$ cat src/rtl/comp_bist_if.sv
// comp_bist_if: start/status and comparator-under-test signals of the
// comparator self-test engine. slave is the engine side, master is the
// side that owns start and the comparator outputs.
interface comp_bist_if #(
  parameter int WIDTH = 2
) ();
  logic               start;
  logic [WIDTH-1:0]   a_out;
  logic [WIDTH-1:0]   b_out;
  logic               alb_in;
  logic               aeb_in;
  logic               agb_in;
  logic               busy;
  logic               done;
  logic               pass;
  logic [2*WIDTH:0]   err_cnt;
  logic [2*WIDTH-1:0] fail_vec;
  logic [2:0]         fail_obs;

  modport slave (
    input  start, alb_in, aeb_in, agb_in,
    output a_out, b_out, busy, done, pass, err_cnt, fail_vec, fail_obs
  );

  modport master (
    output start, alb_in, aeb_in, agb_in,
    input  a_out, b_out, busy, done, pass, err_cnt, fail_vec, fail_obs
  );
endinterface

$ cat src/rtl/comp_bist.sv
// comp_bist: exhaustive self-test sweep for a WIDTH-bit magnitude comparator.
// Optional first-failure capture (fail_vec/fail_obs) is built only when
// COMP_BIST_FAILCAP_EN is defined; otherwise both outputs are tied to 0.
//
// state    | meaning
// ---------+----------------------------------------------------------
// ST_IDLE  | after reset, waiting for start
// ST_WAIT  | operands driven, letting comparator outputs settle
// ST_CHECK | sample comparator outputs, score, step to next vector
// ST_DONE  | sweep finished, results held until next start
module comp_bist #(
  parameter int WIDTH  = 2,
  parameter int SETTLE = 1
) (
  input  logic       clk,
  input  logic       rst,
  comp_bist_if.slave bus
);
  localparam int VW = 2 * WIDTH;
  localparam int WW = (SETTLE > 1) ? $clog2(SETTLE) : 1;

  localparam logic [WW-1:0] WAIT_RLD = WW'(SETTLE - 1);
  localparam logic [WW-1:0] WAIT_ONE = 1;
  localparam logic [VW-1:0] VEC_ONE  = 1;
  localparam logic [VW:0]   ERR_ONE  = 1;

  typedef enum logic [1:0] {ST_IDLE, ST_WAIT, ST_CHECK, ST_DONE} state_t;

  state_t        state_q, state_d;
  logic [VW-1:0] vec_q, vec_d;
  logic [WW-1:0] wait_q, wait_d;
  logic [VW:0]   err_q, err_d;
  logic          busy_q, busy_d;
  logic          done_q, done_d;
  logic          pass_q, pass_d;

  logic [WIDTH-1:0] a_cur, b_cur;
  logic [2:0]       exp_res, obs_res;
  logic             mismatch;
  logic             start_go;

  assign a_cur    = vec_q[VW-1:WIDTH];
  assign b_cur    = vec_q[WIDTH-1:0];
  assign exp_res  = {a_cur < b_cur, a_cur == b_cur, a_cur > b_cur};
  assign obs_res  = {bus.alb_in, bus.aeb_in, bus.agb_in};
  assign mismatch = (obs_res != exp_res);
  // start only counts when the engine is not mid-sweep
  assign start_go = bus.start && ((state_q == ST_IDLE) || (state_q == ST_DONE));

  // state and result registers
  always_ff @(posedge clk or posedge rst) begin
    if (rst) begin
      state_q <= ST_IDLE;
      vec_q   <= '0;
      wait_q  <= '0;
      err_q   <= '0;
      busy_q  <= 1'b0;
      done_q  <= 1'b0;
      pass_q  <= 1'b0;
    end else begin
      state_q <= state_d;
      vec_q   <= vec_d;
      wait_q  <= wait_d;
      err_q   <= err_d;
      busy_q  <= busy_d;
      done_q  <= done_d;
      pass_q  <= pass_d;
    end
  end

  // next-state, sweep stepping and scoring
  always_comb begin
    state_d = state_q;
    vec_d   = vec_q;
    wait_d  = wait_q;
    err_d   = err_q;
    busy_d  = busy_q;
    done_d  = done_q;
    pass_d  = pass_q;
    case (state_q)
      ST_IDLE, ST_DONE: begin
        if (start_go) begin
          vec_d   = '0;
          err_d   = '0;
          wait_d  = WAIT_RLD;
          busy_d  = 1'b1;
          done_d  = 1'b0;
          pass_d  = 1'b0;
          state_d = ST_WAIT;
        end
      end
      ST_WAIT: begin
        if (wait_q == '0) state_d = ST_CHECK;
        else              wait_d  = wait_q - WAIT_ONE;
      end
      ST_CHECK: begin
        if (mismatch) err_d = err_q + ERR_ONE;
        if (&vec_q) begin
          busy_d  = 1'b0;
          done_d  = 1'b1;
          pass_d  = (err_d == '0);
          state_d = ST_DONE;
        end else begin
          vec_d   = vec_q + VEC_ONE;
          wait_d  = WAIT_RLD;
          state_d = ST_WAIT;
        end
      end
      default: state_d = ST_IDLE;
    endcase
  end

`ifdef COMP_BIST_FAILCAP_EN
  logic [VW-1:0] fvec_q;
  logic [2:0]    fobs_q;

  // latch the vector and outputs of the first failure only (err_q still 0)
  always_ff @(posedge clk or posedge rst) begin
    if (rst) begin
      fvec_q <= '0;
      fobs_q <= '0;
    end else if (start_go) begin
      fvec_q <= '0;
      fobs_q <= '0;
    end else if ((state_q == ST_CHECK) && mismatch && (err_q == '0)) begin
      fvec_q <= vec_q;
      fobs_q <= obs_res;
    end
  end

  assign bus.fail_vec = fvec_q;
  assign bus.fail_obs = fobs_q;
`else
  assign bus.fail_vec = '0;
  assign bus.fail_obs = '0;
`endif

  assign bus.a_out   = a_cur;
  assign bus.b_out   = b_cur;
  assign bus.busy    = busy_q;
  assign bus.done    = done_q;
  assign bus.pass    = pass_q;
  assign bus.err_cnt = err_q;
endmodule

$ cat src/flat_wrapper.sv
// flat-port wrapper written by rule: the top's interface ports become plain ports
module comp_bist_flat 
#(
  parameter int WIDTH  = 2,
  parameter int SETTLE = 1
)
  (clk, rst, bus_start, bus_alb_in, bus_aeb_in, bus_agb_in, bus_a_out, bus_b_out, bus_busy, bus_done, bus_pass, bus_err_cnt, bus_fail_vec, bus_fail_obs);
  comp_bist_if #(.WIDTH(WIDTH)) bus_i ();
  input  logic clk;
  input  logic rst;
  input wire logic [$bits(bus_i.start)-1:0] bus_start;
  input wire logic [$bits(bus_i.alb_in)-1:0] bus_alb_in;
  input wire logic [$bits(bus_i.aeb_in)-1:0] bus_aeb_in;
  input wire logic [$bits(bus_i.agb_in)-1:0] bus_agb_in;
  output wire logic [$bits(bus_i.a_out)-1:0] bus_a_out;
  output wire logic [$bits(bus_i.b_out)-1:0] bus_b_out;
  output wire logic [$bits(bus_i.busy)-1:0] bus_busy;
  output wire logic [$bits(bus_i.done)-1:0] bus_done;
  output wire logic [$bits(bus_i.pass)-1:0] bus_pass;
  output wire logic [$bits(bus_i.err_cnt)-1:0] bus_err_cnt;
  output wire logic [$bits(bus_i.fail_vec)-1:0] bus_fail_vec;
  output wire logic [$bits(bus_i.fail_obs)-1:0] bus_fail_obs;
  assign bus_i.start = bus_start;
  assign bus_i.alb_in = bus_alb_in;
  assign bus_i.aeb_in = bus_aeb_in;
  assign bus_i.agb_in = bus_agb_in;
  assign bus_a_out = bus_i.a_out;
  assign bus_b_out = bus_i.b_out;
  assign bus_busy = bus_i.busy;
  assign bus_done = bus_i.done;
  assign bus_pass = bus_i.pass;
  assign bus_err_cnt = bus_i.err_cnt;
  assign bus_fail_vec = bus_i.fail_vec;
  assign bus_fail_obs = bus_i.fail_obs;
  comp_bist #(.WIDTH(WIDTH), .SETTLE(SETTLE)) u_core (.clk(clk), .rst(rst), .bus(bus_i));
endmodule
$ cat config.mk
export PLATFORM = sky130hd
export DESIGN_NAME = comp_bist_flat
export DESIGN_NICKNAME = d
export VERILOG_FILES = /design/src/rtl/comp_bist_if.sv /design/src/rtl/comp_bist.sv /design/src/flat_wrapper.sv
export SDC_FILE = /design/constraint.sdc
export NUM_CORES = 1
export LEC_CHECK = 0
export CAP_MARGIN = 10
export CORE_UTILIZATION = 50
export DETAILED_ROUTE_END_ITERATION = 16
export GPL_TIMING_DRIVEN = 1
export PLACE_DENSITY_LB_ADDON = 0.08
export SYNTH_ARGS = -nofsm -noshare
export SYNTH_HDL_FRONTEND = slang
export SYNTH_SLANG_ARGS = --single-unit
$ cat constraint.sdc
create_clock -name clk -period 3.1 [get_ports clk]
set_clock_uncertainty 0.1 [all_clocks]
set_input_delay 0.465 -clock clk [delete_from_list [all_inputs] [get_ports clk]]
set_output_delay 0.465 -clock clk [all_outputs]
set_load 0.1 [all_outputs]
==> flow_results.xml <==
<?xml version="1.0" encoding="UTF-8"?>
<metrics>
  <group name="timing">
    <metric name="final_count_of_pins_violating_max_slew" unit="">0</metric>
    <metric name="finalHoldViolations" unit="">0</metric>
    <metric name="timing.setup.tns" unit="ns">0</metric>
    <metric name="layout_setup_ws" unit="ns">0.710</metric>
    <metric name="min_period" unit="ns">2.39</metric>
    <metric name="worst-slew-pin-transition" unit="ns">0.558</metric>
    <metric name="layout_worst_path_cycle_share" unit="%">77.1</metric>
    <metric name="slew_headroom" unit="%">62.8</metric>
    <metric name="setup_viol" unit="">0</metric>
    <metric name="max_freq" unit="GHz">0.418</metric>
    <metric name="rsz0062_at_grt" unit="">no</metric>
  </group>
  <group name="grt">
    <metric name="groute.usage.overall" unit="%">21.9</metric>
    <metric name="global_route_wire_length_before_repair" unit="mm">4.13</metric>
    <metric name="largest_net_degree_at_the_start_of_global_routing" unit="">16</metric>
    <metric name="global_route.overflow_total" unit="">0</metric>
    <metric name="number_of_global_route_vias_before_repair" unit="">905</metric>
    <metric name="antenna_violations_before_repair" unit="">0</metric>
  </group>
  <group name="worst_setup_path">
    <metric name="worst-setup-path-type" unit="">reg2reg</metric>
    <metric name="critPathSlowestCell" unit="">sky130_fd_sc_hd__dfrtp_1</metric>
    <metric name="critical-path-top-delay-family" unit="">compound AO/OA/AOI/OAI gates</metric>
    <metric name="cp_common_cell" unit="">sky130_fd_sc_hd__inv_1</metric>
    <metric name="cp_num_buf_inv" unit="">2</metric>
    <metric name="worstSetupEndpointType" unit="">flip-flop</metric>
    <metric name="crit_required" unit="ns">3.20</metric>
    <metric name="critical_path.cell_chain" unit="">inv_1, ha_1, inv_1, a221o_1, a211oi_4, nand2_1, and3_1, nor3_1</metric>
    <metric name="crit_path_max_incr_delay" unit="ns">0.48</metric>
    <metric name="cp-start-kind" unit="">flip-flop</metric>
    <metric name="critPathMaxFanout" unit="">8</metric>
    <metric name="arrival_time_at_the_worst_endpoint" unit="ns">2.49</metric>
  </group>
  <group name="clock_tree">
    <metric name="insertion_delay" unit="ns">0.28</metric>
    <metric name="clock_tree_from_tritoncts" unit="">built</metric>
    <metric name="cts.sinks" unit="">14</metric>
    <metric name="number_of_buffers_inserted_by_hold_repair_at_cts" unit="">0</metric>
    <metric name="clock_tree.buffer_depth" unit="">2</metric>
    <metric name="htreeDepth" unit="">1</metric>
    <metric name="root_buffer" unit="">sky130_fd_sc_hd__clkbuf_4</metric>
    <metric name="clkTransAtPathRegs" unit="ns">0.09</metric>
    <metric name="cts_made_buffers" unit="">3</metric>
    <metric name="cts-resized-gates" unit="">0</metric>
    <metric name="cts_setup_buffers" unit="">0</metric>
  </group>
  <group name="logic_synthesis">
    <metric name="synth_area" unit="um2">1140</metric>
    <metric name="dominantRegCellSynth" unit="">sky130_fd_sc_hd__dfrtp_1</metric>
    <metric name="count_of_mapped_cells_out_of_synthesis" unit="">133</metric>
    <metric name="synth.ff_latch_count" unit="">14</metric>
    <metric name="synth.avg_cell_area" unit="um2">8.56</metric>
    <metric name="synth_async_sr_flop_share" unit="%">100</metric>
    <metric name="synth_cell_type_count" unit="">40</metric>
    <metric name="synth_enable_flop_cells" unit="">0</metric>
    <metric name="synth_seq_area_share" unit="%">30.8</metric>
    <metric name="synthesis.yosys.warnings" unit="">0</metric>
  </group>
  <group name="die">
    <metric name="floorplan.die.height" unit="um">49.7</metric>
    <metric name="core_area" unit="um2">2040</metric>
    <metric name="die_area" unit="um2">2470</metric>
    <metric name="num_rows" unit="">16</metric>
    <metric name="fp.dieW" unit="um">49.7</metric>
    <metric name="initial_core_utilization" unit="%">55.8</metric>
    <metric name="io_pins" unit="">25</metric>
  </group>
  <group name="pwr">
    <metric name="pwr_density_cell" unit="nW/um2">805</metric>
    <metric name="leakage" unit="uW">0.000590</metric>
    <metric name="ir_drop" unit="uV">523</metric>
  </group>
  <group name="layout">
    <metric name="diodes" unit="">0</metric>
    <metric name="layout.nets" unit="">165</metric>
    <metric name="fillers" unit="">185</metric>
    <metric name="final_cell_area" unit="um2">1310</metric>
    <metric name="layout_commonest_cell" unit="">sky130_fd_sc_hd__dfrtp_1</metric>
    <metric name="post_route_cells_drive_above_1_share" unit="%">20.5</metric>
    <metric name="area_growth" unit="%">14.6</metric>
    <metric name="final_cell_mix" unit="">14 x sky130_fd_sc_hd__dfrtp_1, 13 x sky130_fd_sc_hd__buf_4, 11 x sky130_fd_sc_hd__o21ai_0, 11 x sky130_fd_sc_hd__a21oi_1</metric>
    <metric name="utilization" unit="%">63.9</metric>
  </group>
  <group name="placed_design">
    <metric name="half_perimeter_wire_length_after_detailed_placement" unit="mm">1.85</metric>
    <metric name="dpl-instance-area" unit="um2">1270</metric>
    <metric name="preCtsSetupSlack" unit="ns">0.615</metric>
    <metric name="buffer_ports.inserted" unit="">17</metric>
    <metric name="gp_congestion" unit="">0.910</metric>
  </group>
  <group name="route">
    <metric name="drt-initial-drc-count" unit="">25</metric>
    <metric name="post_drt_via_cell_ratio" unit="">5.66</metric>
    <metric name="via_count" unit="">1007</metric>
    <metric name="antenna_violating_nets_post_route" unit="">0</metric>
    <metric name="drtPass1Iterations" unit="">4</metric>
    <metric name="drc" unit="">0</metric>
    <metric name="wirelength" unit="mm">2.45</metric>
    <metric name="detail_route.wl_per_cell" unit="um">13.8</metric>
  </group>
  <group name="job">
    <metric name="drv.max_cap_violation_count" unit="">0</metric>
  </group>
  <group name="min_path">
    <metric name="hold_path_class" unit="">in2async</metric>
  </group>
  <group name="outcome">
    <metric name="outcome" unit="">finished clean</metric>
  </group>
</metrics>
==> registers in the layout, summed over array words and instances (netlist names) <==
register,count
u_core.bus.done,1
u_core.bus.pass,1
u_core.vec_q,4
u_core.bus.err_cnt,5
u_core.bus.busy,1
u_core.state_q,2
==> Yosys cell counts (3+ instances only) <==
cell | n | area [um2]
sky130_fd_sc_hd__and3_1 | 4 | 25.0
sky130_fd_sc_hd__inv_1 | 9 | 33.8
sky130_fd_sc_hd__a211oi_1 | 4 | 30.0
sky130_fd_sc_hd__nand2_1 | 9 | 33.8
sky130_fd_sc_hd__o21ai_0 | 11 | 55.1
sky130_fd_sc_hd__nor3_1 | 4 | 20.0
sky130_fd_sc_hd__nand3_1 | 6 | 30.0
sky130_fd_sc_hd__o22ai_1 | 3 | 18.8
sky130_fd_sc_hd__nor2_1 | 7 | 26.3
sky130_fd_sc_hd__ha_1 | 7 | 87.6
sky130_fd_sc_hd__a21oi_1 | 11 | 55.1
sky130_fd_sc_hd__dfrtp_1 | 14 | 350
sky130_fd_sc_hd__a31oi_1 | 3 | 18.8
sky130_fd_sc_hd__nand2b_1 | 3 | 18.8
sky130_fd_sc_hd__buf_4 | 7 | 52.6
==> worst paths after layout <==
kind,from,endpoint,slack [ns],cells after the start
hold / removal,rst,u_core.bus.done$_DFFE_PP0P_,0.43,2
setup reg to reg,u_core.vec_q[2]$_DFFE_PP0P_,u_core.bus.err_cnt[2]$_DFFE_PP0P_,0.71,8
max in group asynchronous,rst,u_core.bus.err_cnt[4]$_DFFE_PP0P_,2.11,2
hold reg to reg,u_core.bus.busy$_DFFE_PP0P_,u_core.bus.busy$_DFFE_PP0P_,0.43,2
setup / recovery,u_core.vec_q[2]$_DFFE_PP0P_,u_core.bus.err_cnt[2]$_DFFE_PP0P_,0.71,8
min in group clk,u_core.bus.busy$_DFFE_PP0P_,u_core.bus.busy$_DFFE_PP0P_,0.43,2
==> where the power goes <==
| group | leakage (uW) | switching (uW) | internal, uW | total [uW] |
|---|---|---|---|---|
| Sequential | 0.000185 | 47.1 | 213 | 260 |
| Clock | 0.0000210 | 61.1 | 71.5 | 133 |
| Combinational | 0.000384 | 453 | 205 | 658 |
==> kinds of logic after synthesis <==
| logic type | count (synthesis) | share of synthesized area, % |
|---|---|---|
| compound gates | 44 | 26.6 |
| xor+xnor | 2 | 2.20 |
| fa+ha+maj | 7 | 7.69 |
| buf+inv | 19 | 9.45 |
| flops | 14 | 30.8 |
| mux | 3 | 3.08 |
| other cells | 1 | 0.329 |
| simple gates | 43 | 19.9 |
==> layout make-up <==
| type | count | area (um2) | area share [%] |
|---|---|---|---|
| multi-input combinational | 106 | 703 | 53.9 |
| sequential | 14 | 350 | 26.8 |
| timing repair buffer | 18 | 148 | 11.3 |
| clock buffer | 4 | 36.3 | 2.78 |
| inverter | 9 | 33.8 | 2.59 |
| tap | 27 | 33.8 | 2.59 |
==> layer usage <==
layer  GRT usage [%]  wire length, um
met1            27.2             1090
met2            38.3             1220
met3            6.79              132
met5               0                0
met4            1.90                0
==> metrics by stage <==
step / cells / power, uW / hold WS (ns)
2_1_floorplan: 139 / 795 / 0.254
3_3_place_gp: 174 / 900 / 0.405
3_5_place_dp: 174 / 912 / 0.413
4_1_cts: 178 / 1050 / 0.435
5_1_grt: 178 / 1140 / 0.456
6_report: 178 / 1050 / 0.426
Power figures use the tool's default switching activity.
